==> src/rtl/microsequencer.sv <==
// -----------------------------------------------------------------------------
// microsequencer
//
// Am2910-style microprogram sequencer. Each cp cycle it selects the next
// microinstruction address y for the control store. The selection comes from
// the microprogram counter (uPC), the register/counter R, the branch operand d
// or the top of a small LIFO stack used for subroutines and loops. The choice
// is made by a 4-bit next-address instruction and an optional condition test.
//
// Parameters
//   AW     width of microaddress, R and stack entries
//   DEPTH  number of stack entries
//
// Ports
//   cp      in   clock, all state updates on the rising edge
//   reset   in   synchronous active-high reset (clears uPC, R, stack pointer)
//   i       in   next-address instruction
//   cc_n    in   condition code, active-low (0 = condition true)
//   ccen_n  in   condition enable, active-low (1 forces a pass)
//   ci      in   incrementer carry-in, uPC <= y + ci
//   rld_n   in   active-low unconditional load of R from d
//   d       in   branch address / count operand
//   y       out  next microaddress (combinational)
//   full_n  out  low while the stack holds DEPTH entries
//   pl_n    out  enable for the pipeline-register address source
//   map_n   out  enable for the mapping-PROM address source
//   vect_n  out  enable for the vector address source
// -----------------------------------------------------------------------------
module microsequencer #(
    parameter int AW    = 8,
    parameter int DEPTH = 5
) (
    input  logic          cp,
    input  logic          reset,
    input  logic [3:0]    i,
    input  logic          cc_n,
    input  logic          ccen_n,
    input  logic          ci,
    input  logic          rld_n,
    input  logic [AW-1:0] d,
    output logic [AW-1:0] y,
    output logic          full_n,
    output logic          pl_n,
    output logic          map_n,
    output logic          vect_n
);

    typedef enum logic [3:0] {
        JZ   = 4'd0,
        CJS  = 4'd1,
        JMAP = 4'd2,
        CJP  = 4'd3,
        PUSH = 4'd4,
        JSRP = 4'd5,
        CJV  = 4'd6,
        JRP  = 4'd7,
        RFCT = 4'd8,
        RPCT = 4'd9,
        CRTN = 4'd10,
        CJPP = 4'd11,
        LDCT = 4'd12,
        LOOP = 4'd13,
        CONT = 4'd14,
        TWB  = 4'd15
    } instr_t;

    // The stack pointer counts entries, so it needs to represent 0..DEPTH.
    localparam int SPW = $clog2(DEPTH + 1);
    localparam logic [SPW-1:0] SP_FULL = SPW'(DEPTH);

    instr_t          instr;
    logic [AW-1:0]   upc;
    logic [AW-1:0]   r_reg;
    logic [AW-1:0]   stack [DEPTH];
    logic [SPW-1:0]  sp;

    logic            pass;
    logic            rz;
    logic            empty;
    logic            full;
    logic [AW-1:0]   tos;
    logic [SPW-1:0]  wr_idx;

    logic            push;
    logic            pop;
    logic            clear;
    logic            load_r;
    logic            dec;

    assign instr  = instr_t'(i);
    assign pass   = ccen_n | ~cc_n;
    assign rz     = (r_reg == '0);
    assign empty  = (sp == '0);
    assign full   = (sp == SP_FULL);
    assign full_n = ~full;

    // Top-of-stack read. An empty stack reads as address 0, so a return with
    // nothing pushed lands at the start of the microprogram.
    always_comb begin
        tos = '0;
        if (!empty) begin
            tos = stack[sp - SPW'(1)];
        end
    end

    // Push slot. Once the stack is full, a further push overwrites the top
    // entry in place, so the newest return address is never lost.
    always_comb begin
        wr_idx = sp;
        if (full) begin
            wr_idx = SP_FULL - SPW'(1);
        end
    end

    // Instruction decode: next address, address-source enables and the
    // stack/R side effects that take effect at the next edge. Reset overrides
    // everything so the control store sees address 0 from the pipeline source.
    always_comb begin
        y      = upc;
        pl_n   = 1'b0;
        map_n  = 1'b1;
        vect_n = 1'b1;
        push   = 1'b0;
        pop    = 1'b0;
        clear  = 1'b0;
        load_r = 1'b0;
        dec    = 1'b0;

        case (instr)
            JZ: begin
                y     = '0;
                clear = 1'b1;
            end
            CJS: begin
                if (pass) begin
                    y    = d;
                    push = 1'b1;
                end
            end
            JMAP: begin
                y     = d;
                pl_n  = 1'b1;
                map_n = 1'b0;
            end
            CJP: begin
                if (pass) begin
                    y = d;
                end
            end
            PUSH: begin
                push   = 1'b1;
                load_r = pass;
            end
            JSRP: begin
                push = 1'b1;
                y    = pass ? d : r_reg;
            end
            CJV: begin
                pl_n   = 1'b1;
                vect_n = 1'b0;
                if (pass) begin
                    y = d;
                end
            end
            JRP: begin
                y = pass ? d : r_reg;
            end
            RFCT: begin
                if (!rz) begin
                    y   = tos;
                    dec = 1'b1;
                end else begin
                    pop = 1'b1;
                end
            end
            RPCT: begin
                if (!rz) begin
                    y   = d;
                    dec = 1'b1;
                end
            end
            CRTN: begin
                if (pass) begin
                    y   = tos;
                    pop = 1'b1;
                end
            end
            CJPP: begin
                if (pass) begin
                    y   = d;
                    pop = 1'b1;
                end
            end
            LDCT: begin
                load_r = 1'b1;
            end
            LOOP: begin
                if (!pass) begin
                    y = tos;
                end else begin
                    pop = 1'b1;
                end
            end
            CONT: begin
            end
            TWB: begin
                // Two-way branch: loop back while the count runs and the
                // condition fails; the counter running out jumps to d; a
                // passing condition always falls through.
                if (!rz) begin
                    if (!pass) begin
                        y   = tos;
                        dec = 1'b1;
                    end else begin
                        pop = 1'b1;
                    end
                end else begin
                    if (!pass) begin
                        y = d;
                    end
                    pop = 1'b1;
                end
            end
            default: begin
            end
        endcase

        if (reset) begin
            y      = '0;
            pl_n   = 1'b0;
            map_n  = 1'b1;
            vect_n = 1'b1;
            push   = 1'b0;
            pop    = 1'b0;
            clear  = 1'b0;
            load_r = 1'b0;
            dec    = 1'b0;
        end
    end

    // Microprogram counter follows the selected address plus carry-in,
    // wrapping modulo 2^AW.
    always_ff @(posedge cp) begin
        if (reset) begin
            upc <= '0;
        end else begin
            upc <= y + AW'(ci);
        end
    end

    // Register/counter. The external load wins over any instruction load or
    // decrement, and the decrement stops at zero.
    always_ff @(posedge cp) begin
        if (reset) begin
            r_reg <= '0;
        end else if (!rld_n) begin
            r_reg <= d;
        end else if (load_r) begin
            r_reg <= d;
        end else if (dec && !rz) begin
            r_reg <= r_reg - AW'(1);
        end
    end

    // Stack pointer. Clear beats push/pop, push saturates at DEPTH and pop
    // saturates at zero.
    always_ff @(posedge cp) begin
        if (reset) begin
            sp <= '0;
        end else if (clear) begin
            sp <= '0;
        end else if (push) begin
            if (!full) begin
                sp <= sp + SPW'(1);
            end
        end else if (pop) begin
            if (!empty) begin
                sp <= sp - SPW'(1);
            end
        end
    end

    // Stack storage. Contents need no reset because the pointer defines what
    // is valid; the saved value is the uPC from before this edge.
    always_ff @(posedge cp) begin
        if (push) begin
            stack[wr_idx] <= upc;
        end
    end

endmodule
==> config.mk <==
export PLATFORM = sky130hd
export DESIGN_NAME = microsequencer
export DESIGN_NICKNAME = d
export VERILOG_FILES = /design/src/rtl/microsequencer.sv
export SDC_FILE = /design/constraint.sdc
export NUM_CORES = 1
export LEC_CHECK = 0
export BUFFER_PORTS_ARGS = -buffer_cell sky130_fd_sc_hd__buf_2
export CAP_MARGIN = 20
export CORE_MARGIN = 3
export CORE_UTILIZATION = 30
export CTS_BUF_LIST = sky130_fd_sc_hd__clkbuf_8
export DETAILED_ROUTE_END_ITERATION = 10
export GPL_TIMING_DRIVEN = 0
export PLACE_DENSITY = 0.49
export SLEW_MARGIN = 30
export SYNTH_ARGS = -nofsm -noshare
export SYNTH_HDL_FRONTEND = slang
export SYNTH_SLANG_ARGS = --single-unit
==> constraint.sdc <==
create_clock -name cp -period 4.2 [get_ports cp]
set_input_delay 1.05 -clock cp [delete_from_list [all_inputs] [get_ports cp]]
set_output_delay 1.05 -clock cp [all_outputs]
set_load 0.01 [all_outputs]
# [Yosys cells after proc, flatten, opt, wreduce, memory -nomap -nowiden]
# Memory sizes are Yosys's and may differ from the RTL's.
# Index checks and enable logic that the tools add are counted.
[classes] add_sub_neg=4 multipliers=0 n_div=0 n_lt_le_gt_ge=0 n_eq_ne=18 n_shift=0 mux=43 bitwise=3 reduce_logical=14
[ops] op="2-to-1 mux 8 bit" count=13
[ops] op="case mux 8 bit (9 select lines)" count=1
[ops] op="== test 4 bit (second input constant)" count=7
[ops] op="2-to-1 mux 1 bit" count=20
[ops] op="== test 4 x 3 -> 1 bit (second input constant)" count=4
[ops] op="2-to-1 mux 3 bit" count=5
[ops] op="OR reduction 2 bit" count=5
[ops] op="adder 8 x 1 -> 8 bit" count=1
[ops] op="== test 4 x 2 -> 1 bit (second input constant)" count=2
[ops] op="zero test 8 bit" count=1
[ops] op="subtractor 8 x 1 -> 8 bit (second input constant)" count=1
[ops] op="case mux 1 bit (2 select lines)" count=3
[ops] op="== test 4 x 1 -> 1 bit (second input constant)" count=1
[ops] op="zero test 4 bit" count=1
[ops] op="OR reduction 4 bit" count=1
[ops] op="adder 3 x 1 -> 3 bit (second input constant)" count=1
[ops] op="== test 3 bit (second input constant)" count=1
[ops] op="zero test 3 bit" count=1
[ops] op="!= test 3 x 1 -> 1 bit (second input constant)" count=1
[ops] op="case mux 1 bit (3 select lines)" count=1
[ops] op="AND reduction 3 bit" count=1
[ops] op="OR reduction 3 bit" count=1
[ops] op="subtractor 3 x 1 -> 3 bit (second input constant)" count=1
[ops] op="!= test 2 x 1 -> 1 bit (second input constant)" count=1
[ops] op="6 further kinds" count=7
[word_totals] regBits=19 latchBits=0 ramBits=40 romBits=0 in_bits=18 out_inout_bits=12 word_cells=86 memories=1
[memory_table] memory="stack" words=5 word_bits=8 rd=1 rd_ports_with_merged_regs=0 wr=1 line_no="74" rtl="logic [AW-1:0] stack [DEPTH];"

# [Logic depth before layout (Yosys ltp)]
# Gate-level depths: netlist (run 1).
[depth] depth_word=10 mapped_depth=16 mapped_depth_nobuf=14

# [Worst setup path after synthesis (run 1)]
# No wires, ideal clock.
[synth_timing] path_type="input -> output" from="input i[2]" to="output y[0]" arrival_ps=2625 required_time_ps=3150 setup_slack_ps=525 cell_stages=9 n_path_buf=2 path_cell_list="clkbuf_4 buf_2 nor2_1 o21ai_1 o211ai_1 a221o_1 a221oi_1 o221ai_1 o211a_1"
[synth_between] elab_chain_len=4 word_cells_on_any_way=17 classes_between="eq/ne (12); mux (2); reduce/logical (3)"
[synth_lines] item="start, declared" line_no="35" rtl="input logic [3:0] i,"
[synth_lines] item="== test 4 bit (tied with other cells)" line_no="129" rtl="case (instr)"
[synth_lines] item="OR reduction 4 bit (no line) or OR reduction 2 bit (tied branches)"
[synth_lines] item="case mux 8 bit (9 select lines) *" line_no="129"
[synth_lines] item="2-to-1 mux 8 bit *" line_no="228" rtl="if (reset) begin"
[synth_lines] item="end, declared" line_no="41" rtl="output logic [AW-1:0] y,"
# Mark *: on every way between the ends. The rest lies on a longest branch, timed or not.

# [Worst setup path in the final report (run 1)]
[layout_timing] from="input i[0]" to="output y[2]"
# The elaborated chain is that of the path after synthesis.

==> metrics.md, run 1 <==
| Metric | Value |
|---|---|
| Mean cell area of the mapped netlist | `~10 um2` |
| Sum of buffers and inverters on the critical path | `3` |
| Diodes inserted | `0` |
| Count of port buffers added during placement | `29` |
| RSZ-0062 raised after global routing | `yes` |
| Setup TNS | `0 ns` |
| Maximum number of pins on one net before global-route repair | `12` |
| # clock sinks | `between 50 and 60` |
| Origin of the worst min-delay path | `sp[1]$_SDFFE_PP0P_` |
| Final Slew Violations | `0` |
| Count of endpoints failing hold in the final timing report | `0` |
| Die height | `119 um` |
| Fillers | `1,240` |
| Crit-path slowest cell | `sky130_fd_sc_hd__nor3b_2` |
| Crit-path max cell delay | `0.39 ns` |
| Required time at the worst-slack endpoint | `3.15 ns` |
| RD Place Congestion | `0.902` |
| Clock transition at the registers of the reported paths | `around 0.07 ns` |
| Worst-Skew Late Latency | `0.34 ns` |
| Initial antenna violation count | `0` |
| Setup violations, final | `0` |
| Delay-heaviest family, CP | `simple AND/OR/NAND/NOR gates` |
| WP data arrival | `about 3.1 ns` |
| Area after detailed placement | `0.00418 mm2` |
| Element type at the critical path end | `output pin` |
| Fin crit period | `just over 4 ns` |
| Clock tree from TritonCTS | `done` |
| Remaining design rule violation count | `0` |
| Start-to-end type of the worst setup path | `input pin to output pin` |
| Share of synthesized registers carrying an async set or reset | `0` |
| Horizontal extent of the die | `119 um` |
| Site Rows | `40` |
| Maximum clock insertion buffer count | `2` |
| Power density over the cells | `339 mW/mm2` |
| Detailed-route wire length per cell | `between 15 and 20 um` |
| Number of distinct standard cells referenced by the synthesized netlist | `about 80` |
| Number of global-route vias before repair | `3,200` |
| Maximum achievable frequency | `around 0.24 GHz` |
| Layout overhead on the synthesized area | `19.6%` |
| Critical-path cell list | `buf_2 > buf_4 > nor3b_2 > nand3_1 > nand2_1 > a2bb2oi_1 > a2111oi_4 > nor3_2 > buf_2` |
| Summed instance area of the synthesized netlist | `0.00382 mm2` |
| Final HPWL DP | `approximately 8300 um` |
| Share of cells above drive strength 1 | `0.267` |
| Most frequent cell on the critical path | `sky130_fd_sc_hd__buf_2` |
| Remaining antenna violation count after routing | `0` |
| Total I/O pin count | `30` |
| Relative slew slack | `0.395` |
| Commonest cells after routing, fill and taps aside | `sky130_fd_sc_hd__edfxtp_1 (40), sky130_fd_sc_hd__nor2_1 (39), sky130_fd_sc_hd__nand2_1 (34)` |
| Synthesized netlist cell count | `380` |
| Most instantiated flip-flop cell in the synthesis netlist | `sky130_fd_sc_hd__edfxtp_1` |
| Synthesized Nets | `405` |
| Worst-Margin Slew | `0.899 ns` |
| Wire length of the first global-routing pass | `17,600 um` |
| Worst Setup Start Kind | `input pin` |
| Flip-flop count of the largest register after layout | `40` |
| Drt pass-1 iters | `5` |
| Class of the tightest hold or removal check | `flip-flop to flip-flop` |
| Vias per inst | `5.49` |
| Initial Util | `0.313` |
| Cell area after layout | `0.00457 mm2` |
| Total number of vias | `3,291` |
| Most frequent standard cell in the layout excluding fill and tap cells | `sky130_fd_sc_hd__edfxtp_1` |
| Routed wire length | `11,300 um` |
| Final critical-path share of the clock period | `0.986` |
| Congestion Overflow GR | `0` |
| Synth warnings | `0` |
| Core outline area | `0.0122 mm2` |
| TritonCTS Buffers | `9` |
| Total of hold buffers inserted after clock tree synthesis | `0` |
| IR Drop Worst-Case VDD | `0.172 mV` |
| Proportion of synthesized chip area in sequential cells | `0.414` |
| Number of synthesized flops with an enable pin | `40` |
| Lkg Pwr | `0.00165 uW` |
| Total routing resource utilization after global routing | `0.161` |
| Worst Skew | `0.00655 ns` |
| Net count of the finished layout | `between 400 and 500` |
| Number of design-rule violations left by the first detailed-router iteration | `363` |
| Floorplan die area | `0.0141 mm2` |
| H-Tree Level Count | `3` |
| Source of the worst register-to-register timing path | `sp[0]$_SDFFE_PP0P_` |
| Synthesis-stage register bit count | `59` |
| Run status | `completed` |
| Crit path from | `i[0]` |
| Master cell of the clock root buffer | `sky130_fd_sc_hd__clkbuf_8` |
| Crit-path max FO | `10` |
| Number of maximum-capacitance constraint violations | `0` |
-- layer usage --
| layer | part of all wire | track usage |
|---|---|---|
| met3 | 0.060 | 0.0309 |
| met1 | 0.48 | 0.228 |
| met4 | 0.015 | 0.0572 |
| met2 | 0.44 | 0.244 |
| met5 | 0 | 0 |
-- cell usage after synthesis, types with 3 or more instances --
| library cell | count | area share |
|---|---|---|
| sky130_fd_sc_hd__o221ai_1 | 3 | 0.0069 |
| sky130_fd_sc_hd__a22oi_1 | 5 | 0.0098 |
| sky130_fd_sc_hd__nand2_1 | 34 | 0.033 |
| sky130_fd_sc_hd__a221oi_1 | 5 | 0.011 |
| sky130_fd_sc_hd__nand4_1 | 5 | 0.0082 |
| sky130_fd_sc_hd__nor3_2 | 3 | 0.0079 |
| sky130_fd_sc_hd__a31oi_1 | 3 | 0.0049 |
| sky130_fd_sc_hd__mux4_2 | 8 | 0.047 |
| sky130_fd_sc_hd__dfxtp_1 | 19 | 0.099 |
| sky130_fd_sc_hd__a221o_1 | 5 | 0.013 |
| sky130_fd_sc_hd__inv_1 | 10 | 0.0098 |
| sky130_fd_sc_hd__xor2_1 | 3 | 0.0069 |
| sky130_fd_sc_hd__a211oi_1 | 9 | 0.018 |
| sky130_fd_sc_hd__ha_1 | 7 | 0.023 |
| sky130_fd_sc_hd__o21ai_0 | 13 | 0.017 |
| sky130_fd_sc_hd__o211a_1 | 3 | 0.0079 |
| sky130_fd_sc_hd__mux2i_1 | 4 | 0.010 |
| sky130_fd_sc_hd__and3_1 | 5 | 0.0082 |
| sky130_fd_sc_hd__buf_2 | 5 | 0.0065 |
| sky130_fd_sc_hd__nand3_1 | 18 | 0.024 |
| sky130_fd_sc_hd__buf_4 | 3 | 0.0059 |
| sky130_fd_sc_hd__a311oi_1 | 3 | 0.0069 |
| sky130_fd_sc_hd__a31o_2 | 3 | 0.0069 |
| sky130_fd_sc_hd__nor3_1 | 10 | 0.013 |
| sky130_fd_sc_hd__and2_1 | 5 | 0.0082 |
| sky130_fd_sc_hd__xnor2_1 | 11 | 0.025 |
| sky130_fd_sc_hd__nor2_1 | 39 | 0.038 |
| sky130_fd_sc_hd__nand2b_1 | 4 | 0.0065 |
| sky130_fd_sc_hd__edfxtp_1 | 40 | 0.31 |
| sky130_fd_sc_hd__nor4_1 | 6 | 0.0098 |
| sky130_fd_sc_hd__o211ai_1 | 3 | 0.0059 |
| sky130_fd_sc_hd__or3_1 | 4 | 0.0065 |
| sky130_fd_sc_hd__nor2b_1 | 8 | 0.013 |
| sky130_fd_sc_hd__a21oi_1 | 10 | 0.013 |
| sky130_fd_sc_hd__clkbuf_1 | 9 | 0.0088 |
-- area by class of cell --
cell class / instances / area (um2) / area share
Clock buffer: 9 / 124 / 0.0271
Clock inverter: 6 / 81.3 / 0.0178
Inverter: 11 / 41.3 / 0.00903
Tap cell: 168 / 210 / 0.0460
Timing Repair Buffer: 36 / 198 / 0.0432
Multi-Input combinational cell: 289 / 2190 / 0.478
Sequential cell: 59 / 1590 / 0.347
Buffer: 21 / 149 / 0.0325
-- worst paths after layout --
kind | to | slack, ns | depth (start not counted)
hold / removal | sp[1]$_SDFFE_PP0P_ | 0.59 | 2
setup reg to reg | upc[7]$_SDFF_PP0_ | 0.70 | 16
setup / recovery | y[2] | 0.06 | 9
hold reg to reg | sp[1]$_SDFFE_PP0P_ | 0.59 | 2
-- power breakdown --
part / switching, uW / total [uW] / internal (uW)
logic: 188 / 322 / 134
clock network: 227 / 554 / 326
registers: 33.7 / 677 / 643
-- repair_timing --
action,CTS,global route
pin swaps,2,9
hold endpoints to repair,0,0
resized for setup,14,25
buffers inserted,1,6
gates cloned,0,0
endpoints found under the setup margin,6,7
-- worst min-delay path, cell delays in order, from the launching register on --
cell	delay, ns
sky130_fd_sc_hd__dfxtp_1	0.36
sky130_fd_sc_hd__mux2i_1	0.14
sky130_fd_sc_hd__nor2_1	0.05
-- logic make-up after synthesis --
| kind of cell | synth area share |
|---|---|
| AOI/OAI and AO/OA | 0.186 |
| xor gates and xnor gates | 0.0321 |
| adders and majority gates | 0.0229 |
| buffers and inverters | 0.0412 |
| DFF | 0.414 |
| muxes | 0.0615 |
| and+or+nand+nor | 0.242 |
-- metrics by stage --
| step | util | setup slack [ns] | hold WS (ns) | instances | total power [uW] |
|---|---|---|---|---|---|
| finish | 0.375 | 0.0607 | 0.587 | 599 | 1550 |
| global route | 0.375 | -0.00912 | 0.610 | 599 | 1620 |
| CTS | 0.364 | 0.00587 | 0.588 | 593 | 1540 |
| detailed placement | 0.342 | -0.248 | 0.570 | 577 | 977 |
| global placement | 0.342 | -0.300 | 0.557 | 577 | 975 |
| floorplan | - | 0.525 | 0.518 | 380 | 883 |
Power figures use the tool's default switching activity.
==> inputs of run 2 (changes only) <==
- clock period: 4.2 -> 4.5 ns (I/O delays scaled with it)
==> run 2 against run 1 <==
Wire length decreased by 1.4%. Combinational power shrank 13%. Register-to-register slack gained 0.16 ns. Via count shrank 0.73%. Critical path depth is 2 higher. Die area stayed put. Largest cell class unchanged. Largest power group unchanged.
==> metrics.md, run 2 (synthesis gave the netlist of run 1 again) <==
| Metric | Value |
|---|---|
| Run status | `completed` |
| Worst Setup Start Kind | `input pin` |
| Net count of the finished layout | `446 (-1.3%)` |
| TritonCTS Buffers | `9 (unchanged)` |
| Lkg Pwr | `0.00159 uW (-3.9%)` |
| Site Rows | `40 (unchanged)` |
| Initial antenna violation count | `0 (unchanged)` |
| Relative slew slack | `0.380 (-0.0152)` |
| Setup violations, final | `0 (unchanged)` |
| Final critical-path share of the clock period | `0.985` |
| Share of cells above drive strength 1 | `0.231 (-0.0362)` |
| Fin crit period | `roughly 4.4 ns` |
| WP data arrival | `3.31 ns (+0.22 ns)` |
| Vias per inst | `5.51 (+0.28%)` |
| Element type at the critical path end | `output pin` |
| # clock sinks | `59 (unchanged)` |
| Number of non-filler instances in the completed layout | `593 (-1.0%)` |
| Total number of vias | `3,267 (-0.73%)` |
| Die height | `119 um (unchanged)` |
| Wire length of the first global-routing pass | `17,500 um (-0.90%)` |
| Required time at the worst-slack endpoint | `3.38 ns (+0.23 ns)` |
| Cells after DPL | `577 (unchanged)` |
| Count of endpoints failing hold in the final timing report | `0 (unchanged)` |
| Drt pass-1 iters | `5 (unchanged)` |
| Layout overhead on the synthesized area | `16.0%` |
| Maximum achievable frequency | `0.226 GHz` |
| Hold_ws | `0.586 ns (-0.000887 ns)` |
| Master cell of the clock root buffer | `sky130_fd_sc_hd__clkbuf_8` |
| IR Drop Worst-Case VDD | `0.158 mV (-8.2%)` |
| Clock tree from TritonCTS | `done` |
| Clock transition at the registers of the reported paths | `0.07 ns (about the same)` |
| Int Pwr | `1020 uW (-7.9%)` |
| Remaining design rule violation count | `0 (unchanged)` |
| Initial Util | `0.313 (unchanged)` |
| Crit-path max FO | `10 (unchanged)` |
| Worst Skew | `0.00728 ns (+0.000732 ns)` |
| Start-to-end type of the worst setup path | `input pin to output pin` |
| Switching component of the power | `410 uW (-8.7%)` |
| Routed wire length | `11,100 um (-1.4%)` |
| Congestion Overflow GR | `0 (unchanged)` |
| Final HPWL DP | `8350 um (unchanged)` |
| Worst-Margin Slew | `0.922 ns (+0.0226 ns)` |
| H-Tree Level Count | `3 (unchanged)` |
| Power density over the cells | `321 mW/mm2 (-5.3%)` |
| Flip-flop count of the largest register after layout | `40 (unchanged)` |
| Switching power as a share of total power | `0.287 (-0.00176)` |
| Clock network power share | `0.361 (+0.004)` |
| Detailed-route wire length per cell | `18.8 um (-0.36%)` |
| Diodes inserted | `0 (unchanged)` |
| Proportion of power drawn by combinational gates | `0.196 (-0.012)` |
| Number of global-route vias before repair | `3,179 (-0.66%)` |
| Floorplan die area | `0.0141 mm2 (unchanged)` |
| Number of maximum-capacitance constraint violations | `0 (unchanged)` |
| Total I/O pin count | `30 (unchanged)` |
| Core outline area | `0.0122 mm2 (unchanged)` |
| Final Slew Violations | `0 (unchanged)` |
| Most frequent standard cell in the layout excluding fill and tap cells | `sky130_fd_sc_hd__edfxtp_1` |
| Share of total power in sequential cells | `0.443 (+0.007)` |
| Maximum clock insertion buffer count | `2 (unchanged)` |
| Total routing resource utilization after global routing | `0.159 (-0.00141)` |
| Commonest cells after routing, fill and taps aside | `sky130_fd_sc_hd__edfxtp_1 (40), sky130_fd_sc_hd__nor2_1 (39), sky130_fd_sc_hd__nand2_1 (34)` |
| Count of port buffers added during placement | `29 (unchanged)` |
| Class of the tightest hold or removal check | `flip-flop to flip-flop` |
| Remaining antenna violation count after routing | `0 (unchanged)` |
| Setup TNS | `0 ns (unchanged)` |
| Horizontal extent of the die | `119 um (unchanged)` |
| Maximum number of pins on one net before global-route repair | `12 (unchanged)` |
| Worst-Skew Late Latency | `0.34 ns (about the same)` |
| Number of design-rule violations left by the first detailed-router iteration | `285 (-21%)` |
| RD Place Congestion | `0.902 (unchanged)` |
==> run 2: final timing paths <==
kind / from / endpoint / slack [ns] / cells after the start
worst min-delay path: sp[1]$_SDFFE_PP0P_ / sp[1]$_SDFFE_PP0P_ / 0.59 / 2
worst max-delay path: i[2] / y[0] / 0.07 / 11
worst min register to register: sp[1]$_SDFFE_PP0P_ / sp[1]$_SDFFE_PP0P_ / 0.59 / 2
worst max register to register: sp[0]$_SDFFE_PP0P_ / upc[7]$_SDFF_PP0_ / 0.86 / 15
==> run 2: repair_timing <==
item                                    4_1_cts  5_1_grt
hold buffers                                  0        0
cloned                                        0        0
resized for setup                             2       13
buffers inserted                              0        1
pin swaps                                     0        1
endpoints found under the setup margin        4        5
==> run 2: stage by stage <==
step                area (um2)  power [uW]  setup slack, ns  utilization
floorplan                 3820         824            0.675            -
global placement          4180         910           -0.150        0.342
detailed placement        4180         912          -0.0980        0.342
CTS                       4390        1430          0.00149        0.359
global route              4440        1490          -0.0663        0.363
finish                    4440        1430           0.0694        0.363
==> run 2: layout make-up <==
| class | instances | area [um2] |
|---|---|---|
| Fill cell | 1243 | 7770 |
| Multi-Input combinational cell | 289 | 2120 |
| Sequential cell | 59 | 1580 |
| Tap cell | 168 | 210 |
| Timing Repair Buffer | 30 | 153 |
| Buffer | 21 | 126 |
| Clock buffer | 9 | 124 |
| Clock inverter | 6 | 81.3 |
| Inverter | 11 | 41.3 |
==> run 2: worst max-delay path, cell delays in order <==
cell and delay [ns]:
sky130_fd_sc_hd__buf_2 0.12, sky130_fd_sc_hd__clkbuf_4 0.21, sky130_fd_sc_hd__buf_4 0.19, sky130_fd_sc_hd__nor2_1 0.06
sky130_fd_sc_hd__o21ai_1 0.19, sky130_fd_sc_hd__o211ai_1 0.26, sky130_fd_sc_hd__a221o_1 0.42, sky130_fd_sc_hd__a221oi_1 0.22
sky130_fd_sc_hd__o221ai_1 0.19, sky130_fd_sc_hd__o211a_1 0.18, sky130_fd_sc_hd__buf_2 0.14
==> run 2: metal layers <==
layer	global-route usage	vias to the layer above	wire length, um
met5	0	-	0
met1	0.225	1563	5350
met4	0.0572	0	201
met3	0.0309	21	732
met2	0.242	140	4860
li1	-	1543	-
==> run 2: power groups by stage <==
stage / registers, uW / clock network (uW) / logic [uW]
floorplan: 630 / 0 / 195
global placement: 642 / 0 / 268
detailed placement: 643 / 0 / 269
CTS: 631 / 532 / 271
global route: 635 / 549 / 308
finish: 631 / 515 / 280
